--- config.mk ---
export PLATFORM = sky130hd
export DESIGN_NAME = sprite_rom_arbiter_flat
export DESIGN_NICKNAME = d
export VERILOG_FILES = /design/src/rtl/sprite_rom_arbiter_pkg.sv /design/src/rtl/sprite_rom_arbiter_if.sv /design/src/rtl/sprite_rom_arbiter_rr_arbiter.sv /design/src/rtl/sprite_rom_arbiter.sv /design/src/flat_wrapper.sv
export SDC_FILE = /design/constraint.sdc
export NUM_CORES = 1
export LEC_CHECK = 0
export CELL_PAD_IN_SITES_DETAIL_PLACEMENT = 1
export CELL_PAD_IN_SITES_GLOBAL_PLACEMENT = 1
export CORE_ASPECT_RATIO = 0.8
export CORE_MARGIN = 2
export CORE_UTILIZATION = 35
export DETAILED_ROUTE_END_ITERATION = 16
export PLACE_DENSITY = 0.83
export RECOVER_POWER = 50
export SYNTH_ARGS = -nofsm -noshare
export SYNTH_HDL_FRONTEND = slang
export SYNTH_HIERARCHICAL = 1
export SYNTH_SLANG_ARGS = --single-unit
export TNS_END_PERCENT = 100
--- constraint.sdc ---
create_clock -name Clk -period 9.1 [get_ports Clk]
set_clock_uncertainty 0.15 [all_clocks]
set_input_delay 1.365 -clock Clk [delete_from_list [all_inputs] [get_ports Clk]]
set_output_delay 1.365 -clock Clk [all_outputs]
set_load 0.005 [all_outputs]
--- src/rtl/sprite_rom_arbiter_pkg.sv ---
// sprite_pkg: shared sprite geometry, widths and pixel types for the sprite ROM arbiter.
package sprite_pkg;
    localparam int SPR_W  = 40;
    localparam int SPR_H  = 60;
    localparam int DATA_W = 5;
    localparam int ADDR_W = 19;
    localparam logic [DATA_W-1:0] TRANSPARENT = '0;
    typedef logic [5:0]        coord_t;
    typedef logic [DATA_W-1:0] pix_t;
endpackage

--- src/rtl/sprite_rom_arbiter_if.sv ---
// sprite_rom_arbiter_if: requester, ROM and response signals of the sprite ROM arbiter.
interface sprite_rom_arbiter_if #(
    parameter int N_REQ  = 4,
    parameter int ADDR_W = sprite_pkg::ADDR_W,
    parameter int DATA_W = sprite_pkg::DATA_W
);
    logic [N_REQ-1:0]   req;
    logic [N_REQ-1:0]   gnt;
    logic [N_REQ*6-1:0] req_x;
    logic [N_REQ*6-1:0] req_y;
    logic [ADDR_W-1:0]  rom_addr;
    logic [DATA_W-1:0]  rom_data;
    logic               rsp_valid;
    logic [2:0]         rsp_id;
    logic [DATA_W-1:0]  rsp_data;
    logic               rsp_oob;
    modport master (output req, req_x, req_y, rom_data,
                    input  gnt, rom_addr, rsp_valid, rsp_id, rsp_data, rsp_oob);
    modport slave  (input  req, req_x, req_y, rom_data,
                    output gnt, rom_addr, rsp_valid, rsp_id, rsp_data, rsp_oob);
endinterface

--- src/rtl/sprite_rom_arbiter_rr_arbiter.sv ---
// rr_arbiter: round-robin arbiter with combinational one-hot grant and binary index.
module rr_arbiter #(
    parameter int N = 4,
    localparam int IW = (N > 1) ? $clog2(N) : 1
) (
    input  logic         clk,
    input  logic         rst_n,
    input  logic [N-1:0] i_req,
    output logic [N-1:0] o_gnt,
    output logic [IW-1:0] o_idx
);
    logic [IW-1:0] r_ptr;
    logic [N-1:0]  w_gnt;
    logic [IW-1:0] w_idx;

    // scan downward so the requester closest to ptr is assigned last and wins
    always_comb begin
        logic [IW-1:0] j;
        w_gnt = '0;
        w_idx = '0;
        j     = '0;
        for (int k = N - 1; k >= 0; k--) begin
            j = IW'((int'(r_ptr) + k) % N);
            if (i_req[j]) begin
                w_gnt    = '0;
                w_gnt[j] = 1'b1;
                w_idx    = j;
            end
        end
    end

    always_ff @(posedge clk or negedge rst_n) begin
        if (!rst_n)
            r_ptr <= '0;
        else if (|w_gnt)
            r_ptr <= (w_idx == IW'(N - 1)) ? '0 : w_idx + 1'b1;
    end

    assign o_gnt = rst_n ? w_gnt : '0;
    assign o_idx = w_idx;
endmodule

--- src/rtl/sprite_rom_arbiter.sv ---
// sprite_rom_arbiter: shares one sprite ROM among N_REQ requesters with tagged two-stage responses.
module sprite_rom_arbiter #(
    parameter int N_REQ  = 4,
    parameter int SPR_W  = sprite_pkg::SPR_W,
    parameter int SPR_H  = sprite_pkg::SPR_H,
    parameter int ADDR_W = sprite_pkg::ADDR_W,
    parameter int DATA_W = sprite_pkg::DATA_W
) (
    input logic                 Clk,
    input logic                 Reset_n,
    sprite_rom_arbiter_if.slave bus
);
    import sprite_pkg::*;

    localparam int IW = (N_REQ > 1) ? $clog2(N_REQ) : 1;

    logic [N_REQ-1:0]  w_gnt;
    logic [IW-1:0]     w_idx;
    logic              w_any;
    logic              w_oob;
    coord_t            w_x;
    coord_t            w_y;
    logic [ADDR_W-1:0] w_addr;
    logic              r_v1, r_v2, r_oob1, r_oob2;
    logic [2:0]        r_id1, r_id2;
    logic [ADDR_W-1:0] r_addr;

    rr_arbiter #(.N(N_REQ)) u_arb (
        .clk   (Clk),
        .rst_n (Reset_n),
        .i_req (bus.req),
        .o_gnt (w_gnt),
        .o_idx (w_idx)
    );

    assign w_any = |w_gnt;
    assign w_x   = bus.req_x[6*w_idx +: 6];
    assign w_y   = bus.req_y[6*w_idx +: 6];
    // bounds are checked before the multiply so 63,63 can never alias a real pixel
    assign w_oob  = (int'(w_x) >= SPR_W) || (int'(w_y) >= SPR_H);
    assign w_addr = w_oob ? '0 : ADDR_W'(int'(w_y) * SPR_W + int'(w_x));

    always_ff @(posedge Clk or negedge Reset_n) begin
        if (!Reset_n) begin
            r_v1   <= 1'b0;
            r_id1  <= '0;
            r_oob1 <= 1'b0;
            r_addr <= '0;
            r_v2   <= 1'b0;
            r_id2  <= '0;
            r_oob2 <= 1'b0;
        end else begin
            r_v1   <= w_any;
            r_id1  <= 3'(w_idx);
            r_oob1 <= w_any & w_oob;
            if (w_any)
                r_addr <= w_addr;
            r_v2   <= r_v1;
            r_id2  <= r_id1;
            r_oob2 <= r_oob1;
        end
    end

    assign bus.gnt       = w_gnt;
    assign bus.rom_addr  = r_addr;
    assign bus.rsp_valid = r_v2;
    assign bus.rsp_id    = r_id2;
    assign bus.rsp_oob   = r_oob2;
    assign bus.rsp_data  = (r_v2 && !r_oob2) ? bus.rom_data : DATA_W'(TRANSPARENT);
endmodule

--- src/flat_wrapper.sv ---
// flat-port wrapper written by rule: the top's interface ports become plain ports
module sprite_rom_arbiter_flat import sprite_pkg::*;
#(
    parameter int N_REQ  = 4,
    parameter int SPR_W  = sprite_pkg::SPR_W,
    parameter int SPR_H  = sprite_pkg::SPR_H,
    parameter int ADDR_W = sprite_pkg::ADDR_W,
    parameter int DATA_W = sprite_pkg::DATA_W
)
  (Clk, Reset_n, bus_req, bus_req_x, bus_req_y, bus_rom_data, bus_gnt, bus_rom_addr, bus_rsp_valid, bus_rsp_id, bus_rsp_data, bus_rsp_oob);
  sprite_rom_arbiter_if #(.N_REQ(N_REQ), .ADDR_W(ADDR_W), .DATA_W(DATA_W)) bus_i ();
  input logic Clk;
  input logic Reset_n;
  input wire logic [$bits(bus_i.req)-1:0] bus_req;
  input wire logic [$bits(bus_i.req_x)-1:0] bus_req_x;
  input wire logic [$bits(bus_i.req_y)-1:0] bus_req_y;
  input wire logic [$bits(bus_i.rom_data)-1:0] bus_rom_data;
  output wire logic [$bits(bus_i.gnt)-1:0] bus_gnt;
  output wire logic [$bits(bus_i.rom_addr)-1:0] bus_rom_addr;
  output wire logic [$bits(bus_i.rsp_valid)-1:0] bus_rsp_valid;
  output wire logic [$bits(bus_i.rsp_id)-1:0] bus_rsp_id;
  output wire logic [$bits(bus_i.rsp_data)-1:0] bus_rsp_data;
  output wire logic [$bits(bus_i.rsp_oob)-1:0] bus_rsp_oob;
  assign bus_i.req = bus_req;
  assign bus_i.req_x = bus_req_x;
  assign bus_i.req_y = bus_req_y;
  assign bus_i.rom_data = bus_rom_data;
  assign bus_gnt = bus_i.gnt;
  assign bus_rom_addr = bus_i.rom_addr;
  assign bus_rsp_valid = bus_i.rsp_valid;
  assign bus_rsp_id = bus_i.rsp_id;
  assign bus_rsp_data = bus_i.rsp_data;
  assign bus_rsp_oob = bus_i.rsp_oob;
  sprite_rom_arbiter #(.N_REQ(N_REQ), .SPR_W(SPR_W), .SPR_H(SPR_H), .ADDR_W(ADDR_W), .DATA_W(DATA_W)) u_core (.Clk(Clk), .Reset_n(Reset_n), .bus(bus_i));
endmodule
== Yosys cells after proc, flatten, opt, wreduce, memory -nomap -nowiden ==
Index checks and enable logic that the tools add are counted.

* Output and inout bits: 33
* Register bits after elaboration: 29

* $mul: 2
* Shift-type cells: 2
* Mux-type cells: 28
* Magnitude comparators: 10
* $add $sub $neg: 5
* Bitwise gates (word level): 1
* Equal/unequal tests: 1
* Reductions and logical operators: 9

{| class="wikitable"
|+ Operators with widths
! cell !! count
|-
| 24-bit by 6-bit variable part select with 6-bit output || 2
|-
| 4-bit 2-to-1 mux || 5
|-
| 19-bit by 7-bit adder with 19-bit output || 1
|-
| 19-bit 2-to-1 mux || 1
|-
| 6-bit greater-or-equal comparator (second input constant) || 2
|-
| 2-bit by 3-bit < comparator with 1-bit output (second input constant) || 4
|-
| 2-bit 2-to-1 mux || 5
|-
| 6-bit by 3-bit multiplier with 9-bit output (second input constant) || 1
|-
| 1-bit binary-select mux with 2-bit select || 4
|-
| 1-bit demux with 2-bit select || 4
|-
| 2-bit by 1-bit greater-or-equal comparator with 1-bit output (second input constant) || 4
|-
| 1-bit 2-to-1 mux || 8
|-
| 4-bit OR reduction || 2
|-
| 1-bit logical AND || 5
|-
| 5-bit 2-to-1 mux || 1
|-
| 2-bit by 1-bit adder with 2-bit output (second input constant) || 2
|-
| 2-bit adder (second input constant) || 2
|-
| 2-bit by 2-bit multiplier with 4-bit output (first input constant) || 1
|-
| 2-bit equality test (second input constant) || 1
|-
| 1-bit AND || 1
|-
| 1-bit logical NOT || 1
|-
| 1-bit logical OR || 1
|}

== Logic depth before layout (Yosys ltp) ==
* Word-level depth: 12
* Mapped depth: 19
* Mapped depth without buffers: 17

== Modules after synthesis ==
Netlist, hierarchy kept.

{| class="wikitable"
|+ Modules (own cells, without submodules)
! module !! cells each !! seq. area each (sq um) !! instances !! area an instance (sq um)
|-
| sprite_rom_arbiter || 130 || 525.5 || 1 || 1,527.7
|-
| rr_arbiter || 69 || 50.0 || 1 || 683.2
|}

== Least setup slack after synthesis ==
No wires, ideal clock.

* Kind: input-to-reg
* From: input bus_req[2]
* To: register u_core.r_addr[11], in the netlist u_core/bus.rom_addr[11]
* Data arrival time: 4.853 ns
* Required time: 8.884 ns
* Slack: 4.031 ns
* Setup time: 0.066 ns
* Path buffers: 1
* Stages: 13
* Path through: mux2_2 -> mux2i_4 -> a21oi_1 -> o21bai_2 -> buf_6 -> mux4_2 -> ha_1 -> ha_1 -> inv_1 -> fa_1 -> or4_1 -> o21ai_1 -> a22o_1

* Word-level cells in the longest chain between the ends: 11
* Elaborated cells between the ends (all ways): 27
* Those cells by class: add/sub: 1; mul: 2; order compare: 2; shift: 2; mux: 18; reduce/logical: 2

{| class="wikitable"
|+ Ends and longest elaborated chain
! item !! line !! RTL
|-
| start, declared || flat_wrapper.sv:14 || <nowiki>input wire logic [$bits(bus_i.req)-1:0] bus_req;</nowiki>
|-
| 1-bit binary-select mux with 2-bit select || sprite_rom_arbiter_rr_arbiter.sv:24 || <nowiki>if (i_req[j]) begin</nowiki>
|-
| 1-bit 2-to-1 mux (not written as such) || sprite_rom_arbiter_rr_arbiter.sv:24 ||
|-
| 2-bit 2-to-1 mux (3 in a row) || sprite_rom_arbiter_rr_arbiter.sv:24 ||
|-
| 2-bit 2-to-1 mux (*) || sprite_rom_arbiter_rr_arbiter.sv:24 ||
|-
| net u_core.w_idx[0] || sprite_rom_arbiter.sv:18 || <nowiki>logic [IW-1:0] w_idx;</nowiki>
|-
| 2-bit by 2-bit multiplier with 4-bit output (*) || sprite_rom_arbiter.sv:37, sprite_rom_arbiter.sv:38 ||
|-
| 24-bit by 6-bit variable part select with 6-bit output, on equally long branches || sprite_rom_arbiter.sv:38, sprite_rom_arbiter.sv:37 ||
|-
| 6-bit by 3-bit multiplier with 9-bit output or 6-bit greater-or-equal comparator (tied branches) || sprite_rom_arbiter.sv:41, sprite_rom_arbiter.sv:40 ||
|-
| 19-bit by 7-bit adder with 19-bit output or 1-bit logical OR (tied branches) || sprite_rom_arbiter.sv:41, sprite_rom_arbiter.sv:40 ||
|-
| 19-bit 2-to-1 mux (*) || sprite_rom_arbiter.sv:41 || <nowiki>assign w_addr = w_oob ? '0 : ADDR_W'(int'(w_y) * SPR_W + int'(w_x));</nowiki>
|-
| end signal, assigned || sprite_rom_arbiter.sv:57 || <nowiki>r_addr <= w_addr;</nowiki>
|-
| end, declared || sprite_rom_arbiter.sv:26 || <nowiki>logic [ADDR_W-1:0] r_addr;</nowiki>
|}

The timed path passes the listed nets; every way through them passes the cells marked *. The select of a mux whose other input is x is not followed.
A chain may end at the register's enable or synchronous reset.

== Worst setup path after layout ==
Ends and elaborated chain as after synthesis.

==> out/results.txt <==
Clock H-tree levels = 1
worst hold path stage count = 0
Worst R2R Start = u_core/u_arb/r_ptr[0]
CTS Buf Count = 3
Slowest-stage cell, CP = o21bai_2
register area share after synthesis = 26.0%
Synth cell types = 48
placement row count = 25
DRT Pass-1 Iters = 4
Syn Area/Cell = 11.1 µm²
R2R setup slack = 3.20 ns
Crit path largest cell delay = 0.74 ns
data required time of the worst path = 9.15 ns
Final Hold Viols = 0
yosys warns = 6
final wirelength = 5.87 mm
WHS Endpoint = u_core/bus.rsp_id[1]
number of diodes = 0
Worst setup SP type = primary input
Routed Antenna Nets = 0
worst hold-check path type = flip-flop to flip-flop
final instance area = 3150 µm²
Post-CTS Setup Inserts = 0
fin crit period = 5.96 ns
f_max = 168 MHz
fin nets = 364
Register Area = 576 µm²
vias per inst = 5.17
Post-synth EDFFs = 0
RSZ-0062 raised after global routing = false
share of cells above drive strength 1 = 14.8%
R2R depth = 15
CP cell instances = clkdlybuf4s50_1 > mux2_2 > mux2i_4 > a21oi_1 > o21bai_2 > mux4_2 > ha_1 > ha_1 > a21o_1 > a21oi_1 > xor2_1 > or4_1 > o21ai_1 > a22o_1
Cells after Synth = 199
Initial Util = 36.8%
first-pass GRT wire length = 9.60 mm
top cells by instance count after synthesis = dfrtp_1, ha_1, nand2_1, and2_1, mux4_2
vias in the first global route = 1,945
Skew-Pair Late Insertion Delay = 0.26 ns
Placed Area = 3110 µm²
initial DRC count = 101
Ports = 92
final setup TNS = 0 ns
P&R area growth vs syn = 42.4%
setup violators final = 0
HP Start = u_core/r_id1[1]
TritonCTS clock tree = yes
CP max FO = 15
port buffer count = 84
most frequent cell after synthesis = dfrtp_1
CORE AREA = 6010 µm²
final clock period utilization by the worst path = 65.5%
#FFs+latches synth = 23
Async S/R FF share, synth = 100%
area leader, netlist = dfrtp_1
Worst-path clk slew = 0.08 ns
GR Overflow Total = 0
top post-synthesis cells by area = dfrtp_1, ha_1, mux4_2
max cap viols = 0
GRT Resource Usage Total = 17.3%
Residual DRC = 0
Hold Buf Count CTS = 0
RePlAce Congestion = 0.823
synthesized area = 2210 µm²
Clock Path Buffers = 2
Multi-input gate area = 1540 µm²
clock root buffer = clkbuf_8
Crit Path Category = primary input to flip-flop
top_reg_cell synth = dfrtp_1
CTS Sinks = 23
dpl hpwl = 5.01 mm
Critical Path End Type = flip-flop
R2R Path End = u_core/bus.rom_addr[11]
final max-slew violation count = 0
largest net degree at the start of global routing = 28
Synth top area share = 26.0%
Die Height = 75.1 µm
Worst-Margin Slew = 1.33 ns
Filler Cell Count = 660
status = completed
Slew headroom = 11.6%
initial antenna violation count = 0
Critical Path AT = 6.02 ns
die width = 92.9 µm
WL per Instance = 16.1 µm
Resized cells post-CTS = 0
Via Count = 1,883
die area = 6970 µm²
layout by cell type, fill, tap and decap left out, types with 2 or more instances in the layout:
| cell type | count |
|---|---|
| clkdlybuf4s50_1 | 74 |
| dfrtp_1 | 23 |
| ha_1 | 19 |
| nand2_1 | 18 |
| and2_1 | 11 |
| dlygate4sd3_1 | 10 |
| mux4_2 | 9 |
| nand3_1 | 8 |
| o21ai_1 | 7 |
| a21oi_1 | 7 |
| nor2_1 | 7 |
| conb_1 | 7 |
| inv_1 | 6 |
| nor2b_1 | 5 |
| mux4_1 | 5 |
| xnor2_1 | 5 |
| o31ai_2 | 5 |
| o21ai_0 | 4 |
| xor2_1 | 4 |
| a41oi_2 | 4 |
| clkbuf_8 | 3 |
| mux2i_2 | 3 |
| mux2i_1 | 3 |
| a21o_1 | 2 |
| a22o_1 | 2 |
| nor3_1 | 2 |
| fa_1 | 2 |
| buf_4 | 2 |
| mux2_2 | 2 |
| o211ai_2 | 2 |
| o211ai_1 | 2 |
| o22ai_1 | 2 |
critical path: cells and delay by family:
kind                       cells  cell delay (ns)
xor gates and xnor gates       1             0.15
muxes                          3             1.37
adders and majority gates      2             0.66
buffers and inverters          1             0.51
and+or+nand+nor                1             0.41
AOI/OAI and AO/OA              6             1.56
stage by stage:
step	hold slack [ns]	utilization (%)	setup slack, ns	std cells
after CTS	0.207	52.5	3.08	364
after global routing	0.224	52.4	2.75	364
after detailed placement	0.188	51.7	2.81	360
after global placement	0.183	51.7	2.98	360
after floorplan	0.181	-	4.03	205
final	0.205	52.4	3.14	364
area by class of cell:
class                   count  share of cell area, %
multi-input cells         162                   48.9
repair buffers             87                   27.3
flip-flops and latches     23                   18.3
well taps                  81                   3.22
clock buffers               3                   1.31
inverters                   7                  0.835
clock inverters             1                  0.159
cells by family after synthesis:
logic type | count (synthesis) | share of synthesized area [%]
mux | 24 | 21.1
simple gates | 58 | 14.4
xor+xnor | 10 | 4.30
buf+inv | 20 | 5.66
flops | 23 | 26.0
compound gates | 42 | 15.8
other cells | 1 | 0.170
fa+ha+maj | 21 | 12.6
state kept, by name, summed over array words and instances, names as in the netlist:
register / count
u_core/bus.rom_addr: 13
u_core/bus.rsp_id: 2
u_core/r_id1: 2
u_core/u_arb/r_ptr: 2
u_core/bus.rsp_oob: 1
u_core/bus.rsp_valid: 1
u_core/r_oob1: 1
u_core/r_v1: 1
worst max-delay path by stage:
stage	startpoint	to
3_5_place_dp	bus_req[2]	u_core/bus.rom_addr[11]
4_1_cts	bus_req[0]	u_core/bus.rom_addr[11]
5_1_grt	u_core/u_arb/r_ptr[0]	u_core/bus.rom_addr[10]
3_3_place_gp	bus_req[0]	u_core/bus.rom_addr[11]
6_report	bus_req[2]	u_core/bus.rom_addr[11]
2_1_floorplan	bus_req[2]	u_core/bus.rom_addr[11]
routing by layer:
metal	wire length (µm)	up-vias	track usage [%]
met5	0	-	0
met4	26	0	1.47
met3	467	2	3.90
met2	2690	85	28.3
met1	2690	898	24.7
li1	-	898	-
Power is not shown: default switching activity piles up to over one toggle a cycle in this logic, so the estimate is an artifact.
